===== src/rtl/mem_bus_arbiter.sv =====
// Two-port (fetch/data) to single memory master arbiter with stall watchdog.
// Ports: clk, reset (async, active-high); i_* fetch port (read-only);
//   d_* data port; m_* memory master; grant (00 none/01 fetch/10 data);
//   bus_error (sticky watchdog flag).
// Optional: define ARB_ROUND_ROBIN_EN for round-robin contention handling;
//   otherwise the data port always wins.
module mem_bus_arbiter #(
    parameter int unsigned MAX_WAIT = 255
) (
    input  logic        clk,
    input  logic        reset,
    input  logic [31:0] i_address,
    input  logic        i_read,
    output logic [31:0] i_readdata,
    output logic        i_waitrequest,
    input  logic [31:0] d_address,
    input  logic        d_read,
    input  logic        d_write,
    input  logic [31:0] d_writedata,
    input  logic [3:0]  d_byteenable,
    output logic [31:0] d_readdata,
    output logic        d_waitrequest,
    output logic [31:0] m_address,
    output logic        m_read,
    output logic        m_write,
    output logic [31:0] m_writedata,
    output logic [3:0]  m_byteenable,
    input  logic [31:0] m_readdata,
    input  logic        m_waitrequest,
    output logic [1:0]  grant,
    output logic        bus_error
);

    localparam logic [15:0] LP_MAX_WAIT = 16'(MAX_WAIT);

    typedef enum logic [1:0] {
        IDLE    = 2'b00,
        GRANT_I = 2'b01,
        GRANT_D = 2'b10
    } state_t;

    state_t      r_state;
    state_t      w_next;
    logic [15:0] r_wait_cnt;
    logic        r_bus_error;
    logic        w_d_req;
    logic        w_pick_d;
    logic        w_watchdog;

    assign w_d_req    = d_read | d_write;
    assign w_watchdog = (r_state != IDLE) && (r_wait_cnt == LP_MAX_WAIT);

`ifdef ARB_ROUND_ROBIN_EN
    // 1: data port was served last, so fetch wins the next contention
    logic r_last_d;
    logic w_leave;

    assign w_leave  = (r_state != IDLE) && (w_next == IDLE);
    assign w_pick_d = w_d_req && (!i_read || !r_last_d);

    always_ff @(posedge clk or posedge reset) begin
        if (reset) begin
            r_last_d <= 1'b1;
        end else if (w_leave) begin
            r_last_d <= (r_state == GRANT_D);
        end
    end
`else
    assign w_pick_d = w_d_req;
`endif

    always_comb begin
        w_next        = r_state;
        m_address     = '0;
        m_read        = 1'b0;
        m_write       = 1'b0;
        m_writedata   = '0;
        m_byteenable  = '0;
        i_readdata    = '0;
        d_readdata    = '0;
        // a requesting port stalls until it is granted
        i_waitrequest = i_read;
        d_waitrequest = w_d_req;
        unique case (r_state)
            IDLE: begin
                if (w_pick_d) begin
                    w_next = GRANT_D;
                end else if (i_read) begin
                    w_next = GRANT_I;
                end
            end
            GRANT_I: begin
                m_address     = i_address;
                m_byteenable  = 4'hF;
                i_waitrequest = m_waitrequest;
                i_readdata    = m_readdata;
                if (w_watchdog) begin
                    // release the port with a null response
                    i_waitrequest = 1'b0;
                    i_readdata    = '0;
                    w_next        = IDLE;
                end else begin
                    m_read = i_read;
                    if (!i_read || !m_waitrequest) begin
                        w_next = IDLE;
                    end
                end
            end
            GRANT_D: begin
                m_address     = d_address;
                m_writedata   = d_writedata;
                m_byteenable  = d_byteenable;
                d_waitrequest = m_waitrequest;
                d_readdata    = m_readdata;
                if (w_watchdog) begin
                    d_waitrequest = 1'b0;
                    d_readdata    = '0;
                    w_next        = IDLE;
                end else begin
                    // simultaneous read+write resolves to a write
                    m_write = d_write;
                    m_read  = d_read & ~d_write;
                    if (!w_d_req || !m_waitrequest) begin
                        w_next = IDLE;
                    end
                end
            end
            default: begin
                w_next = IDLE;
            end
        endcase
    end

    always_ff @(posedge clk or posedge reset) begin
        if (reset) begin
            r_state <= IDLE;
        end else begin
            r_state <= w_next;
        end
    end

    // cleared while idle, so every grant starts counting from zero
    always_ff @(posedge clk or posedge reset) begin
        if (reset) begin
            r_wait_cnt <= '0;
        end else if (r_state == IDLE) begin
            r_wait_cnt <= '0;
        end else if (m_waitrequest) begin
            r_wait_cnt <= r_wait_cnt + 16'd1;
        end
    end

    always_ff @(posedge clk or posedge reset) begin
        if (reset) begin
            r_bus_error <= 1'b0;
        end else if (w_watchdog) begin
            r_bus_error <= 1'b1;
        end
    end

    assign grant     = r_state;
    assign bus_error = r_bus_error;

endmodule

===== config.mk =====
export PLATFORM = sky130hd
export DESIGN_NAME = mem_bus_arbiter
export DESIGN_NICKNAME = d
export VERILOG_FILES = /design/src/rtl/mem_bus_arbiter.sv
export SDC_FILE = /design/constraint.sdc
export NUM_CORES = 1
export LEC_CHECK = 0
export ABC_AREA = 1
export CAP_MARGIN = 10
export CORE_MARGIN = 10
export CORE_UTILIZATION = 28
export CTS_CLUSTER_SIZE = 10
export DETAILED_ROUTE_END_ITERATION = 10
export PLACE_DENSITY = 0.89
export SYNTH_ARGS = -nofsm -noshare
export SYNTH_HDL_FRONTEND = slang
export SYNTH_SLANG_ARGS = --single-unit

===== constraint.sdc =====
create_clock -name clk -period 2 [get_ports clk]
set_input_delay 0.3 -clock clk [delete_from_list [all_inputs] [get_ports clk]]
set_output_delay 0.3 -clock clk [all_outputs]
set_load 0.005 [all_outputs]

# Word-level counts from Yosys, hierarchy flattened
# Index checks and enable logic that the tools add are counted.
[classes]
addsub = 1
n_eq_ne = 6
mux = 23
bitwise = 3
reduce_logical = 10
[ops]
columns = ["op", "n"]
rows = [
  ["32-bit two-way mux", 4],
  ["32-bit case mux with 2 select lines", 1],
  ["16-bit two-way mux", 2],
  ["16-bit by 1-bit adder with 16-bit output (second input constant)", 1],
  ["16-bit by 8-bit == test with 1-bit output (second input constant)", 1],
  ["2-bit two-way mux", 6],
  ["3-bit inequality test (second input constant)", 3],
  ["4-bit case mux with 2 select lines", 1],
  ["1-bit two-way mux", 7],
  ["2-bit case mux with 3 select lines", 1],
  ["2-bit nonzero test", 2],
  ["1-bit zero test", 3],
  ["3-bit AND reduction", 1],
  ["2-bit by 1-bit == test with 1-bit output (second input constant)", 1],
  ["2-bit == test (second input constant)", 1],
  ["2-bit zero test", 1],
  ["1-bit logical OR", 2],
  ["1-bit case mux with 2 select lines", 1],
  ["1-bit AND", 1],
  ["1-bit logical AND", 1],
  ["1-bit NOT", 1],
  ["1-bit OR", 1],
]
[word_totals]
register_bits = 19
inputBits = 138
word_cells = 46

# Depth between registers and ports, before layout
[logic_depth]
depth_word = 6
ltp_mapped = 10

# Least setup slack after synthesis
# No wires, ideal clock.
[synth_timing]
path_kind = "register -> output"
startpoint = "register r_state[0] (netlist: grant[0])"
endpoint = "output port d_readdata[10]"
t_arrival_ps = 1405
t_required_ps = 1700
setup_slack_ps = 295
stages_incl_launch_ff = 10
path_cell_list = "dfrtp_1 inv_1 ha_1 nor2_1 nand2_1 nor2_1 nand3_2 nand2_4 buf_6 nor2_1"
[synth_via]
elab_chain_len = 4
[synth_lines]
columns = ["element", "line", "text"]
rows = [
  ["from (decl)", "42", "state_t r_state;"],
  ["from (signal assigned)", "138", "r_state <= w_next;"],
  ["2-bit nonzero test", "51", "assign w_watchdog = (r_state != IDLE) && (r_wait_cnt == LP_MAX_WAIT);"],
  ["1-bit logical AND", "51", ""],
  ["32-bit two-way mux", "115", "if (w_watchdog) begin"],
  ["32-bit two-way mux *", "84", "unique case (r_state)"],
  ["to (decl)", "21", "output logic [31:0] d_readdata,"],
]
# Mark *: on every way between the ends. The rest lies on a longest branch, timed or not.

# Worst setup path in the final report
[layout_timing]
startpoint = "register r_wait_cnt[1]"
endpoint = "output port d_readdata[12]"
[layout_via]
elab_chain_len = 4
[layout_lines]
columns = ["element", "line", "text"]
rows = [
  ["from (decl)", "44", "logic [15:0] r_wait_cnt;"],
  ["from (signal assigned)", "149", "r_wait_cnt <= r_wait_cnt + 16'd1;"],
  ["16-bit by 8-bit == test with 1-bit output", "51", ""],
  ["1-bit logical AND", "51", ""],
  ["32-bit two-way mux", "115", ""],
  ["32-bit two-way mux", "84", ""],
]
# Every way passes these cells.

==> impl_metrics.toml <==
[routing]
via_count = 4234
wirelength_mm = 17.2
drc = 0
viasPerCell = 4.68
dr.pass1.iters = 4
wl_per_cell_um = 19.0
drtIter0Drc = 338
postRouteAntennaNets = 0

[power]
p_total_uw = 5080
p_leak_uw = 0.00323
p_per_area_nw_per_um2 = 864
ir_drop_v = 0.000665

[clocking]
cts_tree = "yes"
root_buffer = "clkbuf_8"
cts.clk_slew.worst_paths_ns = 0.08
tritoncts.num_buffers = 3
clock_path_buffers = 2
worstSkewPairLatency_ns = 0.27
clock_sink_count = 19
ctsHoldBuffers = 0
htreeDepth = 1

[synthesis]
ys_types = 25
ys_top_cells_by_area = "nand2_1 (21%), dfrtp_1 (20%), inv_1 (14%), nor2_1 (12%), a21oi_1 (9.1%)"
yosysWarningCount = 0
synth_top_area_share = 0.212
syn-num-nets = 597
synth_cells = 455
avgSynthCellArea_um2 = 5.29
synthesis.area_um2 = 2410
ys_ff_latch = 19
yosys.area.top_type = "nand2_1"
ys_seq_area_frac = 0.198

[die]
core_region_area_um2 = 8300
die-height_um = 113
num_rows = 33
dieArea_um2 = 12700
start_util = 0.290
die_w_um = 113
num_io_pins = 277

[setup_path]
crit_arrival_ns = 1.85
path_max_fanout = 6
reg2reg_slack_ns = 0.31
required_ns = 1.70
rr_startpoint = "grant[1]"
cp_cell_sequence = "ha_2 > nand3_2 > nor2_1 > nand3_2 > nand2_4 > buf_6 > buf_6 > nor2_1 > buf_2"
crit_cells = 9
cpMaxStageDelayCell = "dfrtp_1"
cp_num_buf_inv = 3
setup.worst_path.end_class = "output port"
path_class = "reg -> out"
r2r_end = "r_wait_cnt[15]"
r2r_cells = 11
slowest_delay_ns = 0.38
worstSetupStartpointType = "flip-flop"
critPathTopFamily = "simple AND/OR/NAND/NOR gates"

[place]
dp_hpwl_mm = 13.4
dp.cells = 852
io_buffer_count = 276
post-place-ws_ns = -0.113
place_congestion = 0.925
placed_area_um2 = 5520

[min_path]
hp-class = "in -> async"

[grt]
overflow = 0
first_global_vias = 4439
grt_usage = 0.247
grt_pass1_wl_mm = 25.3
grt_max_degree = 25
antenna_found_initial = 1

[timing]
rsz0062_at_grt = "yes"
fin_ws_ns = -0.147
final_hold_viol_count = 0
fmax_mhz = 466
fin_skew_ns = 0.0104
relSlewSlack = 0.698
post-route-min-period_ns = 2.15
worstMarginPinSlew_ns = 0.452
final-max-slew-violation-count = 0
setup_viol = 72
fin_crit_sh = 1.07

[final_layout]
final_cell_area_um2 = 5880
fin_util = 0.708
instances_no_fill = 904
layout.nets = 941
drive_above_1_share = 0.375
area_growth_pct = 144

[outcome]
violations = "negative setup slack"
status = "finished, violations left"

[run]
max_cap_viol_count = 0
-- worst register-to-register path: stages, from the launching register on --
cell and delay, ns:
dfrtp_1 0.39, inv_2 0.07, ha_4 0.18, buf_4 0.15, nor2_2 0.24, inv_1 0.13, nand3_2 0.13, nor2_1 0.07
nand2_1 0.09, nand2_1 0.06, nand2_1 0.05, nor2_1 0.04
-- cells in the mapped netlist (all sizes together) --
cell type	n
nand2	140
nor2	92
inv	91
a21oi	44
dfrtp	19
buf	17
nand3	17
o21ai	11
clkbuf	6
nand4	5
nor3	5
ha	4
clkinv	1
nor3b	1
nor4	1
xnor2	1
-- through the flow --
step,hold WS (ns),setup TNS [ns]
after CTS,0.354,-5.83
after detailed placement,0.480,-4.32
after global routing,0.381,-12.39
after global placement,0.477,-1.08
after floorplan,0.251,0
final,0.345,-5.87
-- cell type report --
| class | count | area, um^2 |
|---|---|---|
| Clock inverter | 1 | 5.00 |
| Fill cell | 668 | 2420 |
| Tap cell | 105 | 131 |
| Timing Repair Buffer | 362 | 3220 |
| Inverter | 92 | 347 |
| Clock buffer | 3 | 41.3 |
| Multi-Input combinational cell | 321 | 1660 |
| Sequential cell | 19 | 475 |
| Antenna cell | 1 | 2.50 |
-- report_power, final --
part           switching, uW  leakage (uW)  internal (uW)
registers               23.1      0.000262            415
clock network            142     0.0000255            139
logic                   2020       0.00294           2340
total                   2190       0.00323           2890
-- per-layer routing --
layer,global-route usage,vias up,part of all wire
met5,0,-,0
met4,0.101,0,0.043
met3,0.0856,49,0.11
met2,0.459,254,0.51
met1,0.244,1893,0.34
li1,-,2038,-
-- worst max path at each step --
stage,start,to,slack [ns]
2_1_floorplan,grant[0],d_readdata[10],0.29
3_3_place_gp,grant[0],m_read,-0.06
3_5_place_dp,grant[0],d_readdata[12],-0.11
4_1_cts,grant[1],d_readdata[12],-0.18
5_1_grt,r_wait_cnt[1],i_readdata[19],-0.25
6_report,r_wait_cnt[1],d_readdata[12],-0.15
-- kinds of logic (layout without fill, tap and decap cells) --
group	count (synthesis)	in the layout	share of synthesized area
adders and majority gates	4	4	0.0208
DFF	19	19	0.198
other	0	1	0
and+or+nand+nor	261	261	0.464
AOI/OAI and AO/OA	55	55	0.114
buffers and inverters	115	458	0.200
xor gates and xnor gates	1	1	0.00364
-- placed cells by master (no fill, tap or decap), types with 2 or more instances in the layout --
cell / Yosys / layout
clkdlybuf4s50_1: 0 / 140
nand2_1: 136 / 119
buf_2: 4 / 94
inv_1: 89 / 79
nor2_1: 78 / 56
a21oi_1: 44 / 40
buf_6: 6 / 40
buf_4: 0 / 38
nor2_2: 12 / 28
dfrtp_1: 19 / 19
clkbuf_2: 0 / 18
nand2_2: 2 / 16
nand3_1: 13 / 12
inv_2: 2 / 12
dlygate4sd2_1: 0 / 10
buf_12: 0 / 10
o21ai_0: 11 / 9
nor2_4: 2 / 8
nand3_2: 4 / 5
nand4_1: 5 / 5
nand2_4: 2 / 5
buf_8: 0 / 5
a21oi_2: 0 / 4
buf_16: 0 / 4
nor3_1: 4 / 3
ha_4: 0 / 3
clkbuf_8: 0 / 3
clkinv_2: 0 / 2
nor3_2: 1 / 2
o21ai_1: 0 / 2
clkdlybuf4s15_1: 0 / 2
-- registers in the layout (all words and copies together), names as in the netlist --
signal	count
r_wait_cnt	16
grant	2
bus_error	1
-- repair_timing --
action / CTS / global route
endpoints found under the setup margin: 136 / 117
gates resized for setup: 517 / 103
buffers inserted: 35 / 8
pin swaps: 11 / 11
cloned: 6 / 1
Note: power is estimated with default switching activity, not from simulation.
